File: config.mk
export PLATFORM = sky130hd
export DESIGN_NAME = controle_enchimento_caixa
export DESIGN_NICKNAME = d
export VERILOG_FILES = /design/src/rtl/controle_enchimento_caixa.sv
export SDC_FILE = /design/constraint.sdc
export NUM_CORES = 1
export LEC_CHECK = 0
export BUFFER_PORTS_ARGS = -buffer_cell sky130_fd_sc_hd__buf_4
export CAP_MARGIN = 20
export CORE_ASPECT_RATIO = 0.6
export CORE_MARGIN = 4
export CORE_UTILIZATION = 47
export CTS_BUF_LIST = sky130_fd_sc_hd__clkbuf_16
export DETAILED_ROUTE_END_ITERATION = 7
export PLACE_DENSITY = 0.67
export SYNTH_ARGS = -nofsm -noshare
export SYNTH_HDL_FRONTEND = slang
export SYNTH_SLANG_ARGS = --single-unit
File: constraint.sdc
create_clock -name Clock -period 1.8 [get_ports Clock]
set_input_delay 0.18 -clock Clock [delete_from_list [all_inputs] [get_ports Clock]]
set_output_delay 0.18 -clock Clock [all_outputs]
set_load 0.02 [all_outputs]
File: src/rtl/controle_enchimento_caixa.sv
// Tank fill controller: debounces the High/Medium/Low probes, decodes a 2-bit level,
// drives the inlet valve with hysteresis and latches a fault on inconsistent probes
// or an overlong fill.
module controle_enchimento_caixa #(
   parameter int unsigned DEBOUNCE_CYCLES = 4,
   parameter int unsigned FILL_TIMEOUT    = 1000
) (
   input  logic       Clock,
   input  logic       Reset,
   input  logic       High,
   input  logic       Medium,
   input  logic       Low,
   input  logic       ClearFault,
   output logic       ValvulaEntrada,
   output logic       Erro,
   output logic       Alarme,
   output logic [1:0] Nivel
);

   localparam int unsigned CntW = $clog2(DEBOUNCE_CYCLES + 1);
   localparam int unsigned TmrW = $clog2(FILL_TIMEOUT + 1);
   localparam logic [CntW-1:0] DebLast  = CntW'(DEBOUNCE_CYCLES - 1);
   localparam logic [CntW-1:0] InitLast = CntW'(DEBOUNCE_CYCLES);
   localparam logic [TmrW-1:0] TmrMax   = TmrW'(FILL_TIMEOUT);
   localparam logic [TmrW-1:0] TmrLast  = TmrW'(FILL_TIMEOUT - 1);

   typedef enum logic [1:0] {StInit, StIdle, StFill, StFault} state_e;

   state_e          state_q, state_d;
   logic [2:0]      raw, stable_q, stable_d;
   logic [CntW-1:0] cnt_q [3];
   logic [CntW-1:0] cnt_d [3];
   logic [CntW-1:0] init_q, init_d;
   logic [TmrW-1:0] timer_q, timer_d;
   logic [1:0]      level, nivel_d;
   logic            consistent, timeout;

   // Bit 2 = High, bit 1 = Medium, bit 0 = Low
   assign raw = {High, Medium, Low};

   // The timer value after this edge would reach the limit
   assign timeout = (timer_q >= TmrLast);

   // Per-probe debounce; during INIT the stable value tracks the raw probe directly
   always_comb begin
      stable_d = stable_q;
      cnt_d    = '{default: '0};
      for (int i = 0; i < 3; i++) begin
         if (state_q == StInit) begin
            stable_d[i] = raw[i];
         end else if (raw[i] != stable_q[i]) begin
            if (cnt_q[i] == DebLast) begin
               stable_d[i] = raw[i];
            end else begin
               cnt_d[i] = cnt_q[i] + CntW'(1);
            end
         end
      end
   end

   // Decode the debounced probes; only contiguous-from-bottom patterns are valid
   always_comb begin
      consistent = 1'b1;
      level      = 2'd0;
      unique case (stable_q)
         3'b000:  level = 2'd0;
         3'b001:  level = 2'd1;
         3'b011:  level = 2'd2;
         3'b111:  level = 2'd3;
         default: consistent = 1'b0;
      endcase
   end

   // Next-state logic; in FILL a full tank takes priority over the timeout
   always_comb begin
      state_d = state_q;
      init_d  = init_q;
      timer_d = timer_q;
      unique case (state_q)
         StInit: begin
            if (init_q == InitLast) begin
               state_d = StIdle;
            end else begin
               init_d = init_q + CntW'(1);
            end
         end
         StIdle: begin
            if (!consistent) begin
               state_d = StFault;
            end else if (level <= 2'd1) begin
               state_d = StFill;
               timer_d = '0;
            end
         end
         StFill: begin
            timer_d = timeout ? TmrMax : timer_q + TmrW'(1);
            if (consistent && level == 2'd3) begin
               state_d = StIdle;
            end else if (!consistent || timeout) begin
               state_d = StFault;
            end
         end
         StFault: begin
            if (ClearFault && consistent) begin
               state_d = StIdle;
            end
         end
      endcase
      // Nivel stays at its reset value through INIT and holds across inconsistent probes
      nivel_d = (state_d != StInit && consistent) ? level : Nivel;
   end

   // State, debounce, timer and registered outputs loaded from next-state
   always_ff @(posedge Clock) begin
      if (Reset) begin
         state_q        <= StInit;
         stable_q       <= 3'b000;
         cnt_q          <= '{default: '0};
         init_q         <= '0;
         timer_q        <= '0;
         ValvulaEntrada <= 1'b0;
         Erro           <= 1'b0;
         Alarme         <= 1'b0;
         Nivel          <= 2'd0;
      end else begin
         state_q        <= state_d;
         stable_q       <= stable_d;
         cnt_q          <= cnt_d;
         init_q         <= init_d;
         timer_q        <= timer_d;
         ValvulaEntrada <= (state_d == StFill);
         Erro           <= (state_d == StFault);
         Alarme         <= (state_d == StFault) || (state_d != StInit && nivel_d == 2'd0);
         Nivel          <= nivel_d;
      end
   end

endmodule

; ---- Yosys cells after proc, flatten, opt, wreduce, memory -nomap -nowiden
; Cells that the tools add are included.
[totals]
register_bits = 32
latch_bits = 0
mem_bits_rw = 0
romBits = 0
in_bits = 6
wordCells = 92
n_memories = 0
[op_classes]
add_sub_neg = 5
n_mul = 0
div = 0
order_cmp = 2
n_eq_ne = 18
shifts = 0
mux = 23
bitwise = 4
n_reduce_logical = 27
[ops]
columns = op, n
row1 = $mux W10, 3
row2 = $pmux W10 S2, 1
row3 = $reduce_bool A2 Y1, 8
row4 = $reduce_or A4 Y1, 4
row5 = $mux W2, 7
row6 = $add A3 B1 Y3 const B, 4
row7 = $eq A3 B2 Y1 const B, 4
row8 = $add A10 B1 Y10 const B, 1
row9 = $eq A2 B2 Y1 const B, 5
row10 = $ge A10 B10 Y1 const B, 1
row11 = $mux W1, 10
row12 = $pmux W2 S4, 1
row13 = $reduce_and A2 Y1, 4
row14 = $eq A3 B3 Y1 const B, 2
row15 = $pmux W2 S3, 1
row16 = $logic_and A1 B1 Y1, 4
row17 = $logic_not A2 Y1, 2
row18 = $ne A2 B2 Y1 const B, 2
row19 = $not A1 Y1, 4
row20 = $eq A3 B1 Y1 const B, 1
row21 = $logic_not A3 Y1, 1
row22 = $ne A1 B1 Y1, 3
row23 = $reduce_and A3 Y1, 1
row24 = $eq A2 B1 Y1 const B, 1
row25 = other kinds (3), 4

; ---- Longest topological paths before layout
; Gate-level depths: netlist (run 1).
[depth]
word_depth = 14
depth_mapped = 7

; ---- Worst setup path after synthesis (run 1)
; Ideal clock, no wire load.
[synth_timing]
path_type = register to register
from = register timer_q[0] (netlist name)
to = register init_q[2]
setup_ps = 123
arrival_ps = 1621
slack_ps = 56
stages_incl_launch_ff = 7
n_path_buf = 0
period_less_slack_ps = 1744
cell_sequence = dfxtp_1 -> ha_1 -> a211oi_2 -> a32o_2 -> o21a_4 -> nand3_1 -> mux2_1
[synth_lines]
columns = element, line
row1 = "end signal, assigned", 129  ; init_q <= init_d;
row2 = "end, declared", 33  ; logic [CntW-1:0] init_q, init_d;

==> results of run 1 <==
[layout make-up]
cell class,instances,share of cell area
Clock buffer,5,0.0609
Clock inverter,3,0.00548
Inverter,12,0.0219
Multi-Input combinational cell,149,0.493
Sequential cell,32,0.315
Tap cell,45,0.0274
Timing Repair Buffer,21,0.0767
[how the worst max path moves through the flow]
stage,slack (ns),cells past startpoint,from,endpoint
2_1_floorplan,0.06,6,timer_q[0]$_SDFFE_PP0P_,init_q[2]$_SDFFE_PP0P_
3_3_place_gp,0.02,5,state_q[0]$_SDFF_PP0_,init_q[2]$_SDFFE_PP0P_
3_5_place_dp,-0.03,5,state_q[0]$_SDFF_PP0_,init_q[2]$_SDFFE_PP0P_
4_1_cts,0.01,6,timer_q[0]$_SDFFE_PP0P_,init_q[2]$_SDFFE_PP0P_
5_1_grt,-0.007,6,timer_q[0]$_SDFFE_PP0P_,init_q[2]$_SDFFE_PP0P_
6_report,0.08,6,timer_q[0]$_SDFFE_PP0P_,init_q[2]$_SDFFE_PP0P_
[metal layers]
metal | up-vias | wire (um) | GRT usage
met5 | - | 0 | 0
met4 | 0 | 61 | 0.119
met3 | 5 | 191 | 0.0636
met2 | 46 | 1690 | 0.263
met1 | 711 | 1950 | 0.238
li1 | 755 | - | -
[per-stage QoR]
stage	setup slack, ns	instance area [sq um]
floorplan	0.0559	1730
global route	-0.00718	2050
finish	0.0786	2050
global placement	0.0154	1850
CTS	0.0142	1990
detailed placement	-0.0334	1850
[cells in the mapped netlist, drive strengths merged, types with 4 or more instances]
cell type | count | area share
clkbuf | 6 | 0.013
nand2 | 15 | 0.033
nor2b | 4 | 0.015
dfxtp | 32 | 0.37
nor2 | 31 | 0.069
a22oi | 4 | 0.017
ha | 9 | 0.065
o21ai | 16 | 0.057
nor3 | 5 | 0.017
inv | 12 | 0.026
buf | 6 | 0.031
nand3 | 8 | 0.023
a21oi | 13 | 0.038
o31ai | 4 | 0.017
[tightest hold or removal path: stages]
cell and delay, ns:
buf_4 0.12, o21ai_0 0.07, a21oi_1 0.06
[registers in the layout (all words and copies together) (netlist names)]
register	cells
timer_q	10
cnt_q	9
init_q	3
stable_q	3
Nivel	2
state_q	2
Alarme	1
Erro	1
ValvulaEntrada	1
[kinds of logic (layout without fill, tap and decap cells)]
group | count (synthesis) | count (layout)
AND/OR/NAND/NOR | 80 | 80
AO/OA/AOI/OAI | 53 | 53
flip-flops | 32 | 32
buffers and inverters | 24 | 41
adder cells (fa/ha/maj) | 10 | 10
XOR/XNOR | 3 | 3
multiplexers | 3 | 3
[power breakdown]
group          internal [mW]  switching, mW  leakage [nW]
Sequential             0.747         0.0368         0.261
Combinational          0.147          0.171         0.435
Clock                  0.495          0.281        0.0738
Total                   1.39          0.489         0.770
[timing repair]
action / 4_1_cts / 5_1_grt
setup endpoints to repair: 2 / 7
resized for setup: 1 / 13
pin swaps: 2 / 5
setup buffers: 0 / 2
==> summary.txt, run 1 <==
Power
  – Pwr Total: 1.88 mW
  – P per Cell Area: 914 nW/um^2
  – Leak Pwr: between 0.7 and 0.8 nW
  – Maximum VDD drop: 0.000527 V

STA
  – Setup TNS: 0 ns
  – Worst-Margin Slew: between 0.5 and 0.6 ns
  – Final setup fails: 0
  – Max-slew violations: 0
  – Tcrit/Tclk final: 0.956
  – Crit path time final: 1.72 ns
  – Slew margin rel.: 0.658
  – Layout Skew: around 0.0045 ns
  – Worst hold slack: 0.201 ns
  – Fin. Hold Viols: 0
  – Fmax: approximately 0.58 GHz

Setup path
  – CP cell instances: ha_4, a211oi_4, a32o_2, o21a_4, nand3_2, mux2_4
  – R2R cell count: 6
  – R2r setup slk: 0.08 ns
  – Worst Path Buf+Inv: 0
  – Critical path launch point type: register
  – Worst r2r dst: init_q[2]$_SDFFE_PP0P_
  – Crit path DAT: 1.89 ns
  – RR Startpoint: timer_q[0]$_SDFFE_PP0P_
  – CP max stage delay: 0.36 ns
  – Crit Path Max Fanout: 6
  – Critical Path RT: just under 2 ns
  – Critical path's slowest cell: dfxtp_4
  – Worst Path Class, Setup: reg2reg
  – Cell family with most CP delay: compound AO/OA/AOI/OAI gates
  – Critical path endpoint category: register

CTS
  – Sink Count: 32
  – Worst-Skew Late Latency: 0.28 ns
  – Worst-path clk slew: 0.05 ns
  – Hold buffer count at CTS: 0
  – CTS H-tree lvls: 2
  – CTS tree: yes
  – Worst-case clock buffer depth: 2
  – Cts bufs inserted: 5
  – Clock Root Buffer: clkbuf_16

Die
  – I/O pin count: 11
  – Die X: 86.2 um
  – Die Span Y: 54.9 um
  – Initial Util: 0.510
  – Total die area: around 4700 sq um
  – FP Rows: 16
  – Core area: 3380 sq um

Synthesis
  – EDFF count, synth: 0
  – Syn Area/Cell: 8.42 sq um
  – Net count after synthesis: 220
  – Synthesized-area fraction occupied by adder cells: 0.0718
  – Synth Flop Type: dfxtp_1
  – Synth Area in Simple Gates: 0.229
  – Post-synthesis compound-gate area fraction: 0.224
  – Seq cells post-synth: 32
  – Yosys cell types: 51
  – Synthesized area: 1730 sq um
  – Xor-xnor portion of the synthesized cell area: 0.0152
  – Mapped Cells: 205
  – Largest family of logic cells by synthesized area: simple AND/OR/NAND/NOR gates
  – Fraction of registers with async set/reset: 0
  – Yosys warns: 0
  – Mux cell area share after synthesis: 0.0181
  – Sequential-to-total area share from yosys stat: 0.371

Global routing
  – Initial antenna violation count: 0
  – Vias in the first global route: 1,414
  – Largest net degree at the start of global routing: 28
  – First-pass GRT wire length: 6.50 mm
  – Total gr overflow: 0
  – GRT Total Usage: 0.184

Layout
  – Fin cells: ~270
  – P&R area growth vs syn: 19.1%
  – Share of layout cells above drive strength 1: 0.230
  – Area of the multi-input gates: about 1000 sq um
  – Nets: 236
  – FILL cells: 302
  – Register Area: 647 sq um
  – Final core occ: 0.607
  – Most frequent cells in the layout: dfxtp_1, nor2_1, buf_4, nand2_1, inv_1
  – Antenna Cells: 0

Placement
  – Port bufs: 10
  – Placed cell count: 257
  – DPL Wire Length: 2.74 mm
  – Routability Congestion: 0.823

Status
  – Outcome: completed

Routing
  – Routed via count: roughly 1.5k
  – Routed len/inst: about 15 um
  – Antenna Nets Post-Route: 0
  – DR DRC count: 0
  – Iteration-0 DRC count of the detailed router: 124
  – Via density: 5.68
  – Routed wire length: between 3 and 4 mm
  – Router iterations before antenna repair: 5

Hold path
  – Hold path cells: 3
  – HP Class: in2reg
  – Hold-critical path endpoint: stable_q[0]$_SDFFE_PP0P_
  – Min-delay src: Low

Job
  – Max_cap viols: 0
No activity file was read; power rests on OpenSTA's default activity.
==> run 2: changes to the inputs <==
Settings changed: REMOVE_ABC_BUFFERS set to 1.
==> run 2 against run 1 <==
Combinational power shrank 3%. Critical path depth is the same. Non-clock buffer count is the same. Utilization shrank 0.11 points. Sequential share of layout area is essentially flat. Hold slack lost 0.0092 ns. Largest cell class unchanged. Via count shrank 1.1%.
==> summary.txt, run 2 (synthesis gave the netlist of run 1 again) <==
CTS
  – Clock Root Buffer: clkbuf_16 (unchanged)
  – Sink Count: 32 (unchanged)
  – Cts bufs inserted: 5 (unchanged)
  – CTS tree: yes (unchanged)
  – Worst-case clock buffer depth: 2 (unchanged)
  – Worst-Skew Late Latency: 0.28 ns (about the same)
  – Hold buffer count at CTS: 0 (unchanged)
  – CTS H-tree lvls: 2 (unchanged)
  – Number of post-CTS setup repair buffers: 0 (unchanged)
  – Post-cts resize count: 0 (was 1)
  – Worst-path clk slew: 0.05 ns (about the same)

Global routing
  – First-pass GRT wire length: 6.46 mm (was 6.50 mm)
  – Vias in the first global route: 1,406 (was 1,414)
  – GRT Total Usage: 0.179 (was 0.184)
  – Total gr overflow: 0 (unchanged)
  – Largest net degree at the start of global routing: 28 (unchanged)
  – Initial antenna violation count: 0 (unchanged)

Routing
  – DR DRC count: 0 (unchanged)
  – Routed wire length: 3.85 mm (was 3.89 mm)
  – Routed len/inst: 14.4 um (was 14.6 um)
  – Router iterations before antenna repair: 5 (unchanged)
  – Routed via count: 1,501 (was 1,517)
  – Antenna Nets Post-Route: 0 (unchanged)
  – Via density: 5.62 (was 5.68)
  – Iteration-0 DRC count of the detailed router: 118 (was 124)

Placement
  – DPL Wire Length: 2.74 mm (about the same)
  – Routability Congestion: 0.833 (was 0.823)
  – Port bufs: 10 (unchanged)
  – Placed cell count: 259 (was 257)

STA
  – Final setup fails: 0 (unchanged)
  – Fin. Hold Viols: 0 (unchanged)
  – Crit path time final: 1.75 ns (was 1.72 ns)
  – Fmax: 0.572 GHz (was 0.581 GHz)
  – Layout Skew: 0.00781 ns (was 0.00450 ns)
  – Worst hold slack: 0.192 ns (was 0.201 ns)
  – Worst-Margin Slew: 0.462 ns (was 0.511 ns)
  – Max-slew violations: 0 (unchanged)
  – Tcrit/Tclk final: 0.972 (was 0.956)
  – Slew margin rel.: 0.691 (was 0.658)
  – Setup TNS: 0 ns (unchanged)
  – RSZ-0062 raised after global routing: yes

Power
  – Maximum VDD drop: 0.000552 V (was 0.000527 V)
  – Leak Pwr: 0.773 nW (was 0.770 nW)
  – P per Cell Area: 990 nW/um^2 (was 914 nW/um^2)
  – Pwr Total: 2.03 mW (was 1.88 mW)

Hold path
  – HP Class: in2reg (unchanged)
  – Min-delay src: Medium (was Low)

Die
  – Total die area: 4740 sq um (unchanged)
  – FP Rows: 16 (unchanged)
  – Die X: 86.2 um (unchanged)
  – Initial Util: 0.510 (unchanged)
  – Core area: 3380 sq um (unchanged)
  – I/O pin count: 11 (unchanged)
  – Die Span Y: 54.9 um (unchanged)

Setup path
  – Critical path launch point type: register (unchanged)
  – Critical path endpoint category: register (unchanged)
  – Crit path DAT: 1.91 ns (was 1.89 ns)
  – Critical path's slowest cell: dfxtp_2 (was dfxtp_4)
  – CP cell instances: ha_2, a211oi_2, a32o_2, o21a_4, nand3_1, mux2_4 (was ha_4, a211oi_4, a32o_2, o21a_4, nand3_2, mux2_4)
  – Critical Path RT: 1.96 ns (about the same)
  – RR Startpoint: timer_q[0]$_SDFFE_PP0P_ (unchanged)
  – Worst Path Class, Setup: reg2reg (unchanged)
  – CP max stage delay: 0.34 ns (was 0.36 ns)
  – Worst setup path startpoint: timer_q[0]$_SDFFE_PP0P_ (unchanged)
  – Crit Path Max Fanout: 5 (was 6)

Layout
  – Largest reg by FF count: timer_q (unchanged)
  – Antenna Cells: 0 (unchanged)
  – Nets: 236 (unchanged)
  – Fin cells: 267 (unchanged)
  – Share of layout cells above drive strength 1: 0.230 (unchanged)
  – Most frequent cells in the layout: nor2_1, dfxtp_1, buf_4, nand2_1, inv_1 (was dfxtp_1, nor2_1, buf_4, nand2_1, inv_1)
  – Largest registers: timer_q (10), cnt_q (9) (unchanged)
  – Leading cell type in the layout, fill and taps excluded: nor2_1
  – FILL cells: 296 (was 302)
  – P&R area growth vs syn: 18.9% (was 19.1%)
  – Max reg flops: 10 (unchanged)

Status
  – Outcome: completed (unchanged)

Job
  – Max_cap viols: 0 (unchanged)
run 2: layout make-up:
type / count / area [sq um] / area share
multi-input cells: 149 / 982 / 0.479
flip-flops and latches: 32 / 646 / 0.315
clock buffers: 5 / 125 / 0.0610
well taps: 45 / 56.3 / 0.0275
inverters: 12 / 45.0 / 0.0220
repair buffers: 21 / 158 / 0.0769
clock inverters: 3 / 38.8 / 0.0189
run 2: power by group:
group / internal [mW] / switching (mW)
logic: 0.138 / 0.172
clock network: 0.644 / 0.294
registers: 0.748 / 0.0354
total: 1.53 / 0.501
run 2: final timing paths:
path	endpoint	slack (ns)	depth (start not counted)
min	stable_q[1]$_SDFFE_PP0P_	0.19	3
max reg2reg	init_q[2]$_SDFFE_PP0P_	0.05	6
max	init_q[2]$_SDFFE_PP0P_	0.05	6
min reg2reg	cnt_q[0]$_SDFF_PP0_	0.42	1
run 2: worst max-delay path, delay by kind of cell, from the launching register on:
| kind | cells | cell delay [ns] |
|---|---|---|
| adder cells (fa/ha/maj) | 1 | 0.21 |
| AO/OA/AOI/OAI | 3 | 0.69 |
| multiplexers | 1 | 0.31 |
| flip-flops | 1 | 0.34 |
| AND/OR/NAND/NOR | 1 | 0.10 |
run 2: metrics by stage:
step                setup slack, ns  cell area (sq um)  utilization
floorplan                    0.0495               1650            -
global placement             0.0826               1860        0.551
detailed placement           0.0264               1860        0.551
CTS                         0.00352               2030        0.599
global route                -0.0601               2050        0.606
finish                       0.0506               2050        0.606
run 2: routing by layer:
| metal | GRT usage | wire, um | vias to the layer above |
|---|---|---|---|
| li1 | - | - | 753 |
| met1 | 0.229 | 1910 | 699 |
| met2 | 0.284 | 1710 | 45 |
| met3 | 0.0666 | 207 | 4 |
| met4 | 0.0596 | 17 | 0 |
| met5 | 0 | 0 | - |
==> run 3: changes to the inputs <==
Settings changed: ABC_AREA set to 1.
==> run 3 against run 2 <==
Setup slack improved by 0.29 ns. Final cell count down 0.37%. Power fell by 6.7%. Sequential power is 2% higher. Global-route usage down 1.1 points. Clock skew shrank 0.0015 ns. Critical path type unchanged. Critical endpoint is now timer_q[7]$_SDFFE_PP0P_. Largest cell class unchanged.
==> summary.txt, run 3 <==
Hold path
  – HP Class: in2reg (unchanged)
  – Min-delay src: Reset (was Medium)
  – Hold path cells: 2 (was 3)

Status
  – Outcome: completed (unchanged)

Power
  – Switching share of total power: 0.279 (was 0.247)
  – Int Pwr: 1.37 mW (was 1.53 mW)
  – Switch Pwr: 0.529 mW (was 0.501 mW)
  – Leak Pwr: 0.794 nW (was 0.773 nW)
  – P per Cell Area: 1040 nW/um^2 (was 990 nW/um^2)
  – Clock power frac: 0.409 (was 0.462)
  – Logic pwr share: 0.168 (was 0.152)
  – Sequential share of power: 0.422 (was 0.386)
  – Maximum VDD drop: 0.000613 V (was 0.000552 V)

Placement
  – Routability Congestion: 0.870 (was 0.833)
  – DPL Wire Length: 2.30 mm (was 2.74 mm)
  – Dpl cell area: 1680 sq um (was 1860 sq um)
  – Port bufs: 10 (unchanged)
  – Placed cell count: 258 (was 259)

Synthesis
  – Synth Flop Type: dfxtp_1 (unchanged)
  – Synthesized area: 1570 sq um (was 1730 sq um)
  – Syn Area/Cell: 7.50 sq um (was 8.42 sq um)
  – Mapped Cells: 209 (was 205)
  – Top cells by area, synth: dfxtp_1, nand2_1, ha_1, nor2_1, nand3_1 (was dfxtp_1, ha_1, nor2_1, a21oi_1, o21ai_0)
  – Yosys warns: 0 (unchanged)
  – Commonest cells post-synth: nand2_1, dfxtp_1, nor2_1, inv_1, nand3_1 (was dfxtp_1, nor2_1, nand2_1, a21oi_1)
  – Fraction of registers with async set/reset: 0 (unchanged)
  – Top-count cell post-synth: nand2_1 (was dfxtp_1)
  – Seq cells post-synth: 32 (unchanged)
  – Yosys top cell by area: dfxtp_1 (unchanged)
  – Area share of the largest cell type after synthesis: 0.409 (was 0.371)
  – Yosys cell types: 28 (was 51)
  – EDFF count, synth: 0 (unchanged)
  – Sequential-to-total area share from yosys stat: 0.409 (was 0.371)

CTS
  – Worst-path clk slew: 0.05 ns (about the same)
  – Number of post-CTS setup repair buffers: 0 (unchanged)
  – CTS H-tree lvls: 2 (unchanged)
  – Worst-Skew Late Latency: 0.28 ns (about the same)
  – Worst-case clock buffer depth: 2 (unchanged)
  – Clock Root Buffer: clkbuf_16 (unchanged)
  – Cts bufs inserted: 5 (unchanged)
  – CTS tree: yes (unchanged)
  – Hold buffer count at CTS: 0 (unchanged)
  – Sink Count: 32 (unchanged)
  – Post-cts resize count: 0 (unchanged)

Layout
  – Max reg flops: 10 (unchanged)
  – FILL cells: 275 (was 296)
  – Fin cells: 266 (was 267)
  – Most frequent cells in the layout: nand2_1, dfxtp_1, nor2_1, inv_1, nand3_1 (was nor2_1, dfxtp_1, buf_4, nand2_1, inv_1)
  – Leading cell type in the layout, fill and taps excluded: nand2_1 (was nor2_1)
  – P&R area growth vs syn: 16.0% (was 18.9%)
  – Nets: 238 (was 236)
  – Fin area: 1820 sq um (was 2050 sq um)
  – Largest registers: timer_q (10), cnt_q (9) (unchanged)
  – Antenna Cells: 0 (unchanged)
  – Largest reg by FF count: timer_q (unchanged)
  – Share of layout cells above drive strength 1: 0.188 (was 0.230)

Routing
  – Iteration-0 DRC count of the detailed router: 110 (was 118)
  – Routed wire length: 3.05 mm (was 3.85 mm)
  – Via density: 4.94 (was 5.62)
  – Routed via count: 1,314 (was 1,501)
  – Antenna Nets Post-Route: 0 (unchanged)
  – Routed len/inst: 11.5 um (was 14.4 um)
  – Router iterations before antenna repair: 4 (was 5)
  – DR DRC count: 0 (unchanged)

Global routing
  – Vias in the first global route: 1,153 (was 1,406)
  – GRT Total Usage: 0.168 (was 0.179)
  – First-pass GRT wire length: 5.20 mm (was 6.46 mm)
  – Total gr overflow: 0 (unchanged)
  – Initial antenna violation count: 0 (unchanged)
  – Largest net degree at the start of global routing: 15 (was 28)

Setup path
  – R2R cell count: 9 (was 6)
  – Crit path DAT: 1.63 ns (was 1.91 ns)
  – Critical Path RT: 1.98 ns (was 1.96 ns)
  – Worst setup path startpoint: timer_q[0]$_SDFFE_PP0P_ (unchanged)
  – Crit Path Max Fanout: 4 (was 5)
  – Critical path launch point type: register (unchanged)
  – RR Startpoint: timer_q[0]$_SDFFE_PP0P_ (unchanged)
  – Worst Path Class, Setup: reg2reg (unchanged)
  – Critical path endpoint category: register (unchanged)

STA
  – Slew margin rel.: 0.708 (was 0.691)
  – Fmax: 0.686 GHz (was 0.572 GHz)
  – Setup TNS: 0 ns (unchanged)
  – Fin. Hold Viols: 0 (unchanged)
  – Worst-Margin Slew: 0.438 ns (was 0.462 ns)
  – Max-slew violations: 0 (unchanged)
  – Layout Skew: 0.00628 ns (was 0.00781 ns)
  – RSZ-0062 raised after global routing: no (was yes)
  – Tcrit/Tclk final: 0.809 (was 0.972)
  – Final setup fails: 0 (unchanged)
  – Crit path time final: 1.46 ns (was 1.75 ns)

Job
  – Max_cap viols: 0 (unchanged)

Die
  – Die X: 82.6 um (was 86.2 um)
  – Core area: 3020 sq um (was 3380 sq um)
  – Total die area: 4350 sq um (was 4740 sq um)
  – Die Span Y: 52.7 um (was 54.9 um)
  – I/O pin count: 11 (unchanged)
  – Initial Util: 0.519 (was 0.510)
  – FP Rows: 15 (was 16)
[run 3: cell count changes after synthesis, sizes merged, moves of 5 or more]
cell,change
clkbuf,-5
nand3,+12
inv,+16
nand2,+34
[run 3: worst max-delay path, cell delays in order (launching register included)]
cell	delay, ns
dfxtp_1	0.33
ha_1	0.22
nand2_1	0.10
nand3_1	0.08
nand3_1	0.15
clkinv_2	0.10
nand2_1	0.16
o211ai_1	0.11
nand2_1	0.07
inv_1	0.04
[run 3: final timing paths]
path	endpoint	slack, ns
setup reg to reg	timer_q[7]$_SDFFE_PP0P_	0.34
hold reg to reg	cnt_q[0]$_SDFF_PP0_	0.41
hold / removal	Alarme$_SDFF_PP0_	0.18
setup / recovery	timer_q[7]$_SDFFE_PP0P_	0.34
[run 3: cells by family (layout without fill, tap and decap cells)]
kind of cell	after synthesis	in the layout	share of synthesized area
simple gates	101	101	0.291
xor+xnor	3	3	0.0168
fa+ha+maj	9	9	0.0718
buf+inv	32	47	0.0806
compound gates	32	32	0.131
flops	32	32	0.409
[run 3: final cells by class]
cell class | instances | area, sq um | area share
Timing Repair Buffer | 10 | 75.1 | 0.0413
Inverter | 29 | 113 | 0.0619
Clock inverter | 3 | 11.3 | 0.00619
Clock buffer | 5 | 125 | 0.0688
Tap cell | 42 | 52.6 | 0.0289
Multi-Input combinational cell | 145 | 801 | 0.440
Sequential cell | 32 | 641 | 0.352
[run 3: per-layer routing]
metal / up-vias / wire length [um] / GRT usage
met5: - / 0 / 0
met4: 0 / 63 / 0.0815
met3: 7 / 169 / 0.0567
met2: 28 / 1180 / 0.223
met1: 581 / 1640 / 0.236
li1: 698 / - / -
[run 3: power by group through the flow]
stage	clock network [mW]	logic [mW]	registers, mW
floorplan	0	0.227	0.816
global placement	0	0.308	0.811
detailed placement	0	0.319	0.815
CTS	0.805	0.321	0.800
global route	0.824	0.361	0.807
finish	0.776	0.319	0.800
[run 3: metrics by stage]
step	util	worst slack [ns]	total power, mW	hold WS (ns)
final	0.602	0.343	1.89	0.179
after global routing	0.602	0.151	1.99	0.193
after CTS	0.602	0.334	1.93	0.179
after detailed placement	0.557	0.332	1.13	0.413
after global placement	0.557	0.364	1.12	0.408
after floorplan	-	0.524	1.04	0.242
